===== src/rtl/instr_fetch_unit_if.sv =====
// instr_fetch_unit_if: ROM read port, decode valid/ready handshake and redirect bundle
interface instr_fetch_unit_if;
   logic [15:0] rom_addr;
   logic        rom_oe;
   logic [31:0] rom_data;
   logic [31:0] instr;
   logic [15:0] instr_pc;
   logic        instr_valid;
   logic        instr_ready;
   logic        redirect;
   logic [15:0] redirect_pc;
   modport master (
      output rom_addr, rom_oe, instr, instr_pc, instr_valid,
      input  rom_data, instr_ready, redirect, redirect_pc
   );
   modport slave (
      input  rom_addr, rom_oe, instr, instr_pc, instr_valid,
      output rom_data, instr_ready, redirect, redirect_pc
   );
endinterface


===== src/rtl/instr_fetch_unit.sv =====
// instr_fetch_unit: PC, ROM fetch and two-entry instruction buffer feeding decode
module instr_fetch_unit #(
   parameter logic [15:0] RESET_PC = 16'h8000,
   parameter logic [15:0] ROM_BASE = 16'h8000,
   parameter logic [15:0] ROM_LAST = 16'h8FFF
) (
   input  logic                clk,
   input  logic                rst_n,
   input  logic                fetch_en,
   output logic                fault,
   instr_fetch_unit_if.master  bus
);
   typedef enum logic [1:0] {IDLE, RUN, FAULT} state_t;
   state_t      r_state, w_state_nxt;
   logic [15:0] r_pc, w_pc_nxt;
   logic [1:0]  r_cnt, w_cnt_nxt;
   logic [47:0] r_e0, r_e1, w_e0_nxt, w_e1_nxt, w_new;
   logic        w_fetch, w_pop, w_in_win;
   always_ff @(posedge clk or negedge rst_n) begin
      if (!rst_n) begin
         r_state <= IDLE;
         r_pc    <= RESET_PC;
         r_cnt   <= 2'd0;
         r_e0    <= 48'h0;
         r_e1    <= 48'h0;
      end else begin
         r_state <= w_state_nxt;
         r_pc    <= w_pc_nxt;
         r_cnt   <= w_cnt_nxt;
         r_e0    <= w_e0_nxt;
         r_e1    <= w_e1_nxt;
      end
   end
   // entry 0 is always the head; each entry is {instruction, pc}
   always_comb begin
      w_in_win    = bus.redirect_pc >= ROM_BASE && bus.redirect_pc <= ROM_LAST;
      w_fetch     = r_state == RUN && fetch_en && !bus.redirect && r_cnt != 2'd2;
      w_pop       = r_cnt != 2'd0 && bus.instr_ready;
      w_new       = {bus.rom_data, r_pc};
      w_state_nxt = bus.redirect ? (w_in_win ? RUN : FAULT) :
                    (r_state == IDLE && fetch_en) ? RUN : r_state;
      w_pc_nxt    = bus.redirect ? bus.redirect_pc :
                    !w_fetch ? r_pc : (r_pc == ROM_LAST ? ROM_BASE : r_pc + 16'd1);
      w_cnt_nxt   = bus.redirect ? 2'd0 : r_cnt + {1'b0, w_fetch} - {1'b0, w_pop};
      w_e0_nxt    = w_pop ? (r_cnt == 2'd2 ? r_e1 : w_new) : (r_cnt == 2'd0 ? w_new : r_e0);
      w_e1_nxt    = (w_fetch && !w_pop && r_cnt == 2'd1) ? w_new : r_e1;
   end
   assign bus.rom_addr    = r_pc;
   assign bus.rom_oe      = w_fetch;
   assign bus.instr_valid = r_cnt != 2'd0;
   assign bus.instr       = bus.instr_valid ? r_e0[47:16] : 32'h0;
   assign bus.instr_pc    = bus.instr_valid ? r_e0[15:0] : 16'h0;
   assign fault           = r_state == FAULT;
endmodule


===== src/flat_wrapper.sv =====
// flat-port wrapper written by rule: the top's interface ports become plain ports
module instr_fetch_unit_flat 
#(
   parameter logic [15:0] RESET_PC = 16'h8000,
   parameter logic [15:0] ROM_BASE = 16'h8000,
   parameter logic [15:0] ROM_LAST = 16'h8FFF
)
  (clk, rst_n, fetch_en, fault, bus_rom_addr, bus_rom_oe, bus_instr, bus_instr_pc, bus_instr_valid, bus_rom_data, bus_instr_ready, bus_redirect, bus_redirect_pc);
  instr_fetch_unit_if bus_i ();
  input  logic clk;
  input  logic rst_n;
  input  logic fetch_en;
  output logic fault;
  output wire logic [$bits(bus_i.rom_addr)-1:0] bus_rom_addr;
  output wire logic [$bits(bus_i.rom_oe)-1:0] bus_rom_oe;
  output wire logic [$bits(bus_i.instr)-1:0] bus_instr;
  output wire logic [$bits(bus_i.instr_pc)-1:0] bus_instr_pc;
  output wire logic [$bits(bus_i.instr_valid)-1:0] bus_instr_valid;
  input wire logic [$bits(bus_i.rom_data)-1:0] bus_rom_data;
  input wire logic [$bits(bus_i.instr_ready)-1:0] bus_instr_ready;
  input wire logic [$bits(bus_i.redirect)-1:0] bus_redirect;
  input wire logic [$bits(bus_i.redirect_pc)-1:0] bus_redirect_pc;
  assign bus_rom_addr = bus_i.rom_addr;
  assign bus_rom_oe = bus_i.rom_oe;
  assign bus_instr = bus_i.instr;
  assign bus_instr_pc = bus_i.instr_pc;
  assign bus_instr_valid = bus_i.instr_valid;
  assign bus_i.rom_data = bus_rom_data;
  assign bus_i.instr_ready = bus_instr_ready;
  assign bus_i.redirect = bus_redirect;
  assign bus_i.redirect_pc = bus_redirect_pc;
  instr_fetch_unit #(.RESET_PC(RESET_PC), .ROM_BASE(ROM_BASE), .ROM_LAST(ROM_LAST)) u_core (.clk(clk), .rst_n(rst_n), .fetch_en(fetch_en), .fault(fault), .bus(bus_i));
endmodule

===== config.mk =====
export PLATFORM = sky130hd
export DESIGN_NAME = instr_fetch_unit_flat
export DESIGN_NICKNAME = d
export VERILOG_FILES = /design/src/rtl/instr_fetch_unit_if.sv /design/src/rtl/instr_fetch_unit.sv /design/src/flat_wrapper.sv
export SDC_FILE = /design/constraint.sdc
export NUM_CORES = 1
export LEC_CHECK = 0
export ABC_AREA = 1
export CAP_MARGIN = 10
export CELL_PAD_IN_SITES_DETAIL_PLACEMENT = 0
export CELL_PAD_IN_SITES_GLOBAL_PLACEMENT = 1
export CORE_MARGIN = 2
export CORE_UTILIZATION = 38
export CTS_CLUSTER_SIZE = 28
export DETAILED_ROUTE_END_ITERATION = 10
export PLACE_DENSITY_LB_ADDON = 0.1
export SYNTH_ARGS = -nofsm -noshare
export SYNTH_HDL_FRONTEND = slang
export SYNTH_SLANG_ARGS = --single-unit

===== constraint.sdc =====
create_clock -name clk -period 2.2 [get_ports clk]
set_input_delay 0.22 -clock clk [delete_from_list [all_inputs] [get_ports clk]]
set_output_delay 0.22 -clock clk [all_outputs]
set_load 0.02 [all_outputs]

==> results of run 1 <==
==> layout make-up <==
| class | instances | area, sq um |
|---|---|---|
| fill | 1379 | 6910 |
| sequential | 116 | 2900 |
| multi-input combinational | 403 | 2240 |
| tap | 184 | 230 |
| inverter | 79 | 297 |
| clock buffer | 27 | 523 |
| timing repair buffer | 138 | 1410 |
| clock inverter | 4 | 20.0 |
==> what timing repair did <==
| item | in CTS | in global routing |
|---|---|---|
| buffers inserted | 0 | 0 |
| hold buffers | 1 | 0 |
| endpoints found under the setup margin | 10 | 22 |
| resized for setup | 3 | 9 |
| endpoints found under the hold margin | 27 | 0 |
==> registers in the layout, summed over array words and instances, names as in the netlist <==
register	cells
u_core.r_cnt	2
u_core.r_state	2
u_core.r_e1	48
u_core.bus.rom_addr	16
u_core.r_e0	48
==> cells by family (layout without fill, tap and decap cells) <==
| kind of cell | after synthesis | after routing |
|---|---|---|
| buf+inv | 118 | 248 |
| flops | 116 | 116 |
| compound gates | 136 | 136 |
| xor+xnor | 10 | 10 |
| mux | 32 | 32 |
| fa+ha+maj | 4 | 4 |
| simple gates | 221 | 221 |
==> critical path: cells and delay by family, from the launching register on <==
family | cells | cell delay [ps]
DFF | 1 | 460
buffers and inverters | 2 | 750
and+or+nand+nor | 2 | 280
==> power by group through the flow <==
stage	registers, mW	clock network, mW	logic [mW]
2_1_floorplan	3.28	0	2.36
3_3_place_gp	3.31	0	3.80
3_5_place_dp	3.34	0	3.89
4_1_cts	3.31	2.55	3.92
5_1_grt	3.40	2.66	4.29
6_report	3.31	2.50	3.88
==> layout by cell type (no fill, tap or decap), types with 6 or more instances in the layout <==
cell / synthesis / routed
sky130_fd_sc_hd__clkbuf_16: 0 / 17
sky130_fd_sc_hd__o22ai_1: 49 / 49
sky130_fd_sc_hd__dfrtp_1: 115 / 115
sky130_fd_sc_hd__nor3_1: 50 / 50
sky130_fd_sc_hd__clkdlybuf4s50_1: 0 / 109
sky130_fd_sc_hd__nand2_1: 69 / 69
sky130_fd_sc_hd__mux2_1: 29 / 29
sky130_fd_sc_hd__nand3_1: 16 / 16
sky130_fd_sc_hd__o21bai_1: 7 / 7
sky130_fd_sc_hd__dlymetal6s2s_1: 0 / 7
sky130_fd_sc_hd__xor2_1: 9 / 9
sky130_fd_sc_hd__nor2_1: 69 / 69
sky130_fd_sc_hd__inv_1: 75 / 74
sky130_fd_sc_hd__clkbuf_8: 0 / 6
sky130_fd_sc_hd__o21ai_0: 70 / 70
sky130_fd_sc_hd__buf_4: 9 / 13
==> final timing paths <==
check                                            from                             endpoint  slack [ps]  cells past startpoint
setup / recovery            u_core.r_cnt[1]$_DFF_PN0_                        bus_instr[12]          90                      4
hold / removal                                  rst_n          u_core.r_e0[37]$_DFFE_PN0P_         300                      2
setup reg to reg            u_core.r_cnt[1]$_DFF_PN0_          u_core.r_e1[24]$_DFFE_PN0P_         340                      7
hold reg to reg            u_core.r_e1[6]$_DFFE_PN0P_           u_core.r_e1[6]$_DFFE_PN0P_         490                      2
max in group asynchronous                       rst_n  u_core.bus.rom_addr[15]$_DFFE_PN1P_        1220                      3
min in group clk                   bus_redirect_pc[0]   u_core.bus.rom_addr[0]$_DFFE_PN0P_         370                      3
==> metrics by stage <==
step | TNS, ps | power [mW] | instance area [sq um] | setup WS [ps]
final | 0 | 9.68 | 7620 | 90.1
after global routing | -3.57 | 10.3 | 7620 | -1.88
after CTS | 0 | 9.77 | 7600 | 2.31
after detailed placement | 0 | 7.23 | 7040 | 93.5
after global placement | 0 | 7.11 | 7040 | 115
after floorplan | 0 | 5.64 | 5640 | 249
==> per-layer routing <==
layer,routed length [um],vias up
met5,0,-
met4,135,0
met3,664,13
met2,7300,134
met1,6970,2309
li1,-,2370
==> results.txt, run 1 <==
----------------------------------------------------
[Status]
  Result of the run ... finished clean

[CTS]
  Clock root buffer ... sky130_fd_sc_hd__clkbuf_16
  TritonCTS clock tree ... done
  Clock slew at the register clock pins of the worst setup and hold paths ... approximately 50 ps
  Number of clock sinks seen by CTS ... roughly 120
  Buffers from clock root to sink, at most ... 2
  Insertion delay to the later sink of the worst-skew pair ... around 400 ps
  Deepest level of the CTS H-tree ... 4
  Number of buffers inserted during clock tree synthesis ... 17

[STA]
  Ratio of final minimum period to clock period ... 0.959
  Max-Slew Margin vs Limit ... 0.610
  Achievable Freq ... ~0.47 GHz
  Final hold vios ... 0
  Final Max Tran Viols ... 0
  Worst-margin pin slew ... about 590 ps
  Clock Skew ... 4.54 ps
  Final count of negative-setup-slack endpoints ... 0
  Smallest hold slack ... ~300 ps
  Tmin final ... about 2100 ps

[Route]
  Post-DR wirelength/cell ... around 16 um
  Number of search-and-repair iterations in the first detailed-routing pass ... 4
  Initial DRC count ... around 300
  # DRC ... 0
  Overall via count from detail_route ... about 4800
  Final WL ... between 15 and 20 mm
  Number of nets with antenna violations after routing ... 0
  Vias per inst ... around 5.1

[Floorplanning]
  Placement row count ... 44
  Height of the chip ... around 130 um
  Die Area ... between 15000 and 20000 sq um
  Starting Density ... 0.388
  Number of I/O pins ... 120
  Standard cell core area ... 14500 sq um
  Die X-Extent ... about 130 um

[Pwr]
  Switching power share of the total ... 0.365
  Cell internal power dissipation ... 6.15 mW
  Combinational fraction of design power ... 0.401
  LEAKAGE ... 3.68 nW
  Clock power frac ... 0.258
  P per Cell Area ... 1270 nW/um^2
  Total net switching power ... between 3 and 4 mW
  Part of the total power dissipated in sequential elements ... 0.342
  Largest voltage drop on the vdd net ... between 0.0004 and 0.0005 V

[Worst setup path]
  Largest stage delay, worst path ... about 540 ps
  Critical Path Sink Type ... output port
  Largest driver fanout on the critical path ... 22
  Signal arrival time at the worst endpoint ... ~1900 ps
  Endpoint required time on the critical path ... ~2000 ps
  Critical path class ... reg -> out
  Slowest-stage cell, CP ... sky130_fd_sc_hd__clkdlybuf4s50_1
  Chain of cells forming the critical path ... nor2_4, buf_8, nor2_1, clkdlybuf4s50_1
  CP Launch Type ... register

[Synth]
  Cell taking the most area after synthesis ... sky130_fd_sc_hd__dfrtp_1
  Combined area of all synthesized cells ... between 5000 and 6000 sq um
  Xor/xnor cell area share of the yosys netlist ... 0.0155
  Post-synthesis share of cell area spent on full adders, half adders and majority gates ... 0.00888
  Dominant combinational cell family by area after synthesis ... simple AND/OR/NAND/NOR gates
  Average instance area after synthesis ... approximately 8.8 sq um
  Dominant cells by area after synthesis ... sky130_fd_sc_hd__dfrtp_1 (51%), sky130_fd_sc_hd__o21ai_0 (6.2%), sky130_fd_sc_hd__mux2_1 (5.8%), sky130_fd_sc_hd__o22ai_1 (5.4%), sky130_fd_sc_hd__inv_1 (5.0%)
  Synth top area share ... 0.511
  Post-synthesis net count ... roughly 700
  FFs w/ async S/R, synth ... 1.00
  Yosys reg bits ... between 100 and 150
  Count of synthesis-stage warnings from yosys ... 0
  Ranking of synthesized cells by instance count ... sky130_fd_sc_hd__dfrtp_1 (115), sky130_fd_sc_hd__inv_1 (75), sky130_fd_sc_hd__o21ai_0 (70), sky130_fd_sc_hd__nand2_1 (69), sky130_fd_sc_hd__nor2_1 (69)
  Top-count cell post-synth ... sky130_fd_sc_hd__dfrtp_1
  Compound-Gate Fraction of Synth Area ... 0.137
  Number of instances in the synthesized netlist ... roughly 640
  Dominant synthesized flop cell ... sky130_fd_sc_hd__dfrtp_1
  Synthesized-area fraction occupied by and/or/nand/nor cells ... 0.171
  Number of enable-type register cells in the synthesized netlist ... 0
  Number of distinct standard cells referenced by the synthesized netlist ... 29
  Sequential cell area fraction in the yosys report ... 0.515
  Share of synthesized area spent on multiplexers ... 0.0639

[Global routing]
  Global routing usage summed across all routing layers ... 0.198
  GR Util met2 ... 0.321
  Vias in the first global route ... approximately 5000
  Routing usage on met3 ... 0.0497
  GRT Max-Usage Layer ... met2
  Antenna violations before repair ... 0
  Met1 GRT Util ... 0.265
  Maximum number of pins on one net before global-route repair ... 57
  Grt ovf ... 0
  Global-route wire length before repair ... ~25 mm

[Placement]
  Half-perimeter wire length of the detailed placement result ... 10.1 mm
  Count of buffers from port buffering ... 119
  Cell Count Post-Placement ... around 920
  Last weighted congestion value of the routability-driven placer ... between 0.8 and 0.9

[Final layout]
  End-of-flow core utilization ... 0.524
  Number of diodes added for antenna fixing ... 0
  Number of nets in the finished design ... roughly 800
  Post-synthesis to final-layout area growth ... 35.3%
  Number of non-filler instances in the completed layout ... roughly 950
  Share of final-layout standard cells stronger than drive strength 1 ... 0.0874

[Min path]
  Path class of the lowest-slack min-delay path ... in -> async

[Run]
  Max-cap violations ... 0

----------------------------------------------------
No activity file was read; power rests on OpenSTA's default activity.
==> run 2, diff against run 1 <==
- CORE_UTILIZATION: 38 -> 39
- CTS_BUF_LIST: default -> sky130_fd_sc_hd__clkbuf_2 sky130_fd_sc_hd__clkbuf_4 sky130_fd_sc_hd__clkbuf_8
==> run 2 against run 1 <==
  * Largest cell class unchanged
  * Combinational power hardly changed
  * Critical path depth stayed put
  * Sequential share of layout area rose by 0.94 points
  * Routed wire length shrank 3.3%
  * Cell area down 2.4%
  * Via count fell by 0.64%
  * Highest routed layer unchanged
  * Final cell count down 0.63%
  * Worst hold slack better by 49 ps
  * Clock skew grew 3.5 ps
  * Clock power fell by 25%
==> results.txt, run 2 (synthesis gave the netlist of run 1 again) <==
----------------------------------------------------
[Status]
  Result of the run ... finished clean

[CTS]
  Setup Fix Bufs, Post-CTS ... 0
  Insertion delay to the later sink of the worst-skew pair ... approximately 430 ps
  Deepest level of the CTS H-tree ... 4
  TritonCTS clock tree ... done
  Buffers from clock root to sink, at most ... 2
  Number of buffers inserted during clock tree synthesis ... 17
  Number of clock sinks seen by CTS ... between 100 and 150
  Clock root buffer ... sky130_fd_sc_hd__clkbuf_8
  Clock slew at the register clock pins of the worst setup and hold paths ... 70 ps

[Worst setup path]
  Reg-to-Reg Start ... u_core.bus.rom_addr[0]$_DFFE_PN0P_
  Signal arrival time at the worst endpoint ... between 1500 and 2000 ps
  R2R setup slack ... roughly 440 ps
  Launching instance or port of the critical path ... u_core.r_cnt[1]$_DFF_PN0_
  Largest driver fanout on the critical path ... 29
  Critical path class ... reg -> out
  Critical Path Sink Type ... output port
  Reg2Reg Capture Point ... u_core.bus.rom_addr[1]$_DFFE_PN0P_
  CP Launch Type ... register
  Number of cell instances on the worst register-to-register path ... 10
  Worst Setup EP ... bus_instr_pc[7]
  Endpoint required time on the critical path ... 1980 ps

[STA]
  Achievable Freq ... around 0.47 GHz
  Max-Slew Margin vs Limit ... 0.584
  Final hold vios ... 0
  Final Max Tran Viols ... 0
  Total Negative Setup Slacks ... 0 ps
  Final count of negative-setup-slack endpoints ... 0
  Worst-margin pin slew ... 625 ps
  Smallest hold slack ... 346 ps
  Tmin final ... ~2100 ps
  Clock Skew ... between 8 and 9 ps
  RSZ-0062 raised after global routing ... no
  Ratio of final minimum period to clock period ... 0.965

[Floorplanning]
  Placement row count ... between 40 and 50
  Die X-Extent ... 124 um
  Starting Density ... 0.403
  Number of I/O pins ... 120
  Standard cell core area ... roughly 14000 sq um
  Die Area ... 15400 sq um
  Height of the chip ... roughly 120 um

[Final layout]
  Number of diodes added for antenna fixing ... 0
  End-of-flow core utilization ... 0.532
  Share of final-layout standard cells stronger than drive strength 1 ... 0.0915
  Most frequent cells in the layout ... sky130_fd_sc_hd__clkdlybuf4s50_1 (114), sky130_fd_sc_hd__dfrtp_1 (114), sky130_fd_sc_hd__inv_1 (74)
  Number of nets in the finished design ... 810
  Post-synthesis to final-layout area growth ... 32.1%
  Number of non-filler instances in the completed layout ... between 900 and 1000

[Route]
  Number of search-and-repair iterations in the first detailed-routing pass ... 4
  Number of nets with antenna violations after routing ... 0
  Overall via count from detail_route ... approximately 4800
  Post-DR wirelength/cell ... 15.4 um
  # DRC ... 0
  Vias per inst ... 5.07
  Initial DRC count ... approximately 300
  Final WL ... ~15 mm

[Global routing]
  Global-route wire length before repair ... approximately 25 mm
  Global routing usage summed across all routing layers ... 0.199
  Vias in the first global route ... 4793
  Maximum number of pins on one net before global-route repair ... approximately 120
  Antenna violations before repair ... 0
  Grt ovf ... 0

[Placement]
  Half-perimeter wire length of the detailed placement result ... 9.77 mm
  Cell Count Post-Placement ... slightly above 900
  Last weighted congestion value of the routability-driven placer ... between 0.8 and 0.9
  Count of buffers from port buffering ... roughly 120

[Pwr]
  P per Cell Area ... between 1000 and 1500 nW/um^2
  Power consumption ... roughly 9.0 mW
  Largest voltage drop on the vdd net ... 0.000551 V
  LEAKAGE ... 3.53 nW

[Min path]
  Path class of the lowest-slack min-delay path ... in -> reg

[Run]
  Max-cap violations ... 0

----------------------------------------------------
==> run 2: routing by layer <==
| layer | wire length, um | GRT usage | vias to the layer above |
|---|---|---|---|
| li1 | - | - | 2364 |
| met4 | 251 | 0.0714 | 0 |
| met3 | 622 | 0.0435 | 19 |
| met2 | 6780 | 0.305 | 122 |
| met5 | 0 | 0 | - |
| met1 | 6920 | 0.278 | 2290 |
==> run 2: per-stage QoR <==
| step | setup slack [ps] | instance area [sq um] |
|---|---|---|
| after global routing | 2.50 | 7440 |
| after detailed placement | 101 | 7040 |
| after floorplan | 249 | 5640 |
| final | 78.1 | 7440 |
| after CTS | 30.7 | 7430 |
| after global placement | 118 | 7040 |
==> run 2: repair_timing <==
action / CTS / global route
endpoints found under the setup margin: 23 / 3
resized for setup: 3 / 3
hold buffers: 1 / 0
hold endpoints to repair: 115 / 0
==> run 2: layout make-up <==
class | instances | area (sq um)
Fill cell | 1338 | 6550
Sequential cell | 116 | 2910
Multi-Input combinational cell | 403 | 2240
Timing Repair Buffer | 136 | 1390
Clock buffer | 27 | 340
Inverter | 79 | 297
Tap cell | 180 | 225
Clock inverter | 4 | 45.0
==> run 2: critical path, cell delays in order, from the launching register on <==
cell and delay (ps):
sky130_fd_sc_hd__dfrtp_2 460, sky130_fd_sc_hd__nor2_4 180, sky130_fd_sc_hd__buf_12 200, sky130_fd_sc_hd__nor2_1 60, sky130_fd_sc_hd__clkdlybuf4s50_1 570
==> run 2: how the worst min path moves through the flow <==
stage                       start                                  to  slack [ps]  cells after the start
6_report       bus_redirect_pc[7]  u_core.bus.rom_addr[7]$_DFFE_PN0P_         350                      3
5_1_grt        bus_redirect_pc[0]  u_core.bus.rom_addr[0]$_DFFE_PN0P_         350                      3
4_1_cts        bus_redirect_pc[7]  u_core.bus.rom_addr[7]$_DFFE_PN0P_         320                      3
3_5_place_dp                rst_n         u_core.r_e0[38]$_DFFE_PN0P_         370                      2
3_3_place_gp                rst_n         u_core.r_e0[43]$_DFFE_PN0P_         370                      2
2_1_floorplan               rst_n  u_core.bus.rom_addr[0]$_DFFE_PN0P_         -80                      0
==> run 2: power by group <==
| part | internal, mW | switching (mW) | leakage (nW) | total (mW) |
|---|---|---|---|---|
| Sequential | 2.94 | 0.363 | 1.46 | 3.30 |
| Combinational | 1.61 | 2.25 | 1.86 | 3.86 |
| Clock | 1.09 | 0.779 | 0.207 | 1.87 |
| Total | 5.64 | 3.39 | 3.53 | 9.04 |
==> RTL edit, RTL diff (flow settings as in run 2) <==
Put a register stage on the output `fault`, without a reset. The value now appears one clock later. The other outputs are not delayed to match.
--- a/src/rtl/instr_fetch_unit.sv
+++ b/src/rtl/instr_fetch_unit.sv
@@ -50,6 +50,8 @@
    assign bus.instr_valid = r_cnt != 2'd0;
    assign bus.instr       = bus.instr_valid ? r_e0[47:16] : 32'h0;
    assign bus.instr_pc    = bus.instr_valid ? r_e0[15:0] : 16'h0;
-   assign fault           = r_state == FAULT;
+   always_ff @(posedge clk) begin
+      fault <= r_state == FAULT;
+   end
 endmodule
 
Check against the original RTL: not equivalent (a bounded check fails within 4 cycles, from zero or initial values and one cycle with rst_n low).
==> RTL edit against run 2 <==
Non-clock buffer count rose by 2. Synthesized cell count rose by 0.63%. Wire length rose by 6.6%. Synthesized area fell by 0.16%. Setup slack improved by 0.032 ns. Power rose by 3.7%. Clock skew rose by 0.0030 ns. Sequential cell count rose by 1. Critical path type unchanged. Final area rose by 2.3%. First-iteration DRC count rose by 18%. Clock power rose by 8%. Sequential power rose by 1%.
==> RTL edit: results (changes against run 2) <==
Cells and area
The number of antenna diodes was 0 (unchanged). The share of layout cells above drive strength 1 came to 12.6% (+3.4 points). The filler cell count is 1322 (-1.2%). The total number of nets in the final design is 816 (+0.74%).

Timing
The worst setup skew after layout was 0.0110 ns (+0.00299 ns). The transition at the pin with the smallest max-transition slack is 0.648 ns (+0.0233 ns).

Logic synthesis
Ranked by total cell area, the synthesized netlist is headed by sky130_fd_sc_hd__dfrtp_1, sky130_fd_sc_hd__mux2_2, sky130_fd_sc_hd__o21ai_0. The proportion of register bits with asynchronous set or reset after synthesis is 99.1% (-0.85 points). The register area share after synthesis is 52.0% (+0.44 points).

The count of unique library cells instantiated by Yosys is 32 (+10%). The number of nets in the synthesized netlist was 698 (+0.58%). In the synthesized netlist, the cells that appear most often are sky130_fd_sc_hd__dfrtp_1, sky130_fd_sc_hd__inv_1, sky130_fd_sc_hd__nand2_1, sky130_fd_sc_hd__nor2_1, sky130_fd_sc_hd__o21ai_0.

Clock network
The number of H-tree levels is 4 (unchanged). The number of clock buffers inserted by TritonCTS is 17 (unchanged).

GRT
The via count of the first global-routing pass is 4968 (+3.7%). The first-pass GRT wire length is 25000 um (+1.1%). The global-route usage over all layers was 21.3% (+1.4 points).

Run status
The run finished with clean final reports.

Placement
The last weighted congestion value of the routability-driven placer came to 0.908 (+2.0%). The HPWL reported at the end of detailed placement is 9730 um (-0.37%).

Setup path
The maximum fanout along the worst path was 14 (-52%).

Route
The per-cell routed wire length was 16.3 um (+5.8%). The average via count per standard cell came to 5.09 (+0.32%). The starting DRC count in detailed routing is 357 (+18%).

Power
The largest voltage drop on the vdd net is 627 uV (+14%). The cell leakage power is 4.00 nW (+13%).
## RTL edit: cell types whose count changed in the layout (fill, tap and decap cells not counted), sizes merged, moves of 3 or more
cell and delta:
dlymetal6s2s +25, clkdlybuf4s50 -27, clkinvlp +5, clkbuf -5
o21ai -3, o21bai -5, inv +3, nand3 +4
## RTL edit: path summary, 6_finish.rpt
path | end | start | depth (start not counted) | slack, ns
setup / recovery | bus_instr[0] | u_core.r_cnt[0] | 4 | 0.11
hold / removal | u_core.bus.rom_addr[0] | bus_redirect_pc[0] | 3 | 0.31
setup reg to reg | u_core.r_e1[20] | u_core.r_cnt[1] | 7 | 0.38
hold reg to reg | u_core.r_e1[0] | u_core.r_e1[0] | 2 | 0.49
max in group asynchronous | u_core.r_e1[13] | rst_n | 3 | 1.31
min in group asynchronous | u_core.r_e0[40] | rst_n | 3 | 0.38
## RTL edit: area by class of cell
type	instances	area (um^2)	share of cell area (%)
Sequential cell	117	2930	38.5
Multi-Input combinational cell	403	2240	29.4
Timing Repair Buffer	138	1500	19.7
Inverter	82	308	4.04
Clock buffer	21	289	3.80
Tap cell	180	225	2.96
Clock inverter	11	125	1.64
## RTL edit: layer usage
metal	part of all wire [%]	global-route usage [%]
met1	45	27.9
met2	48	34.6
met3	5.6	6.14
met4	1.1	6.04
met5	0	0
## RTL edit: cells by family after synthesis
family,Yosys count,synth area share [%]
simple gates,230,17.8
compound gates,127,12.7
buf+inv,121,8.56
flops,117,52.0
mux,34,6.80
xor+xnor,8,1.25
fa+ha+maj,4,0.890
## RTL edit: worst max-delay path: stages (launching register included)
cell and delay, ns:
sky130_fd_sc_hd__dfrtp_2 0.48, sky130_fd_sc_hd__nor2_4 0.17, sky130_fd_sc_hd__buf_6 0.19, sky130_fd_sc_hd__nor2_1 0.06, sky130_fd_sc_hd__clkdlybuf4s50_1 0.53
## RTL edit: report_power, final
part	total (mW)	internal, mW	switching, mW	leakage [nW]
logic	4.00	1.67	2.34	2.34
registers	3.34	2.96	0.377	1.47
clock network	2.02	1.12	0.897	0.196
## RTL edit: stage by stage
| step | cell area [um^2] | util, % | instances | power [mW] |
|---|---|---|---|---|
| 6_report | 7610 | 54.4 | 952 | 9.37 |
| 5_1_grt | 7610 | 54.4 | 952 | 10.0 |
| 2_1_floorplan | 5630 | - | 641 | 5.68 |
| 3_3_place_gp | 7070 | 50.6 | 917 | 7.22 |
| 4_1_cts | 7500 | 53.6 | 950 | 9.39 |
| 3_5_place_dp | 7070 | 50.6 | 917 | 7.34 |
## RTL edit: what timing repair did
item / 4_1_cts / 5_1_grt
gates cloned: 0 / 1
setup endpoints to repair: 43 / 46
hold endpoints to repair: 115 / 0
buffers inserted: 0 / 1
gates resized for setup: 6 / 29
hold buffers: 1 / 0
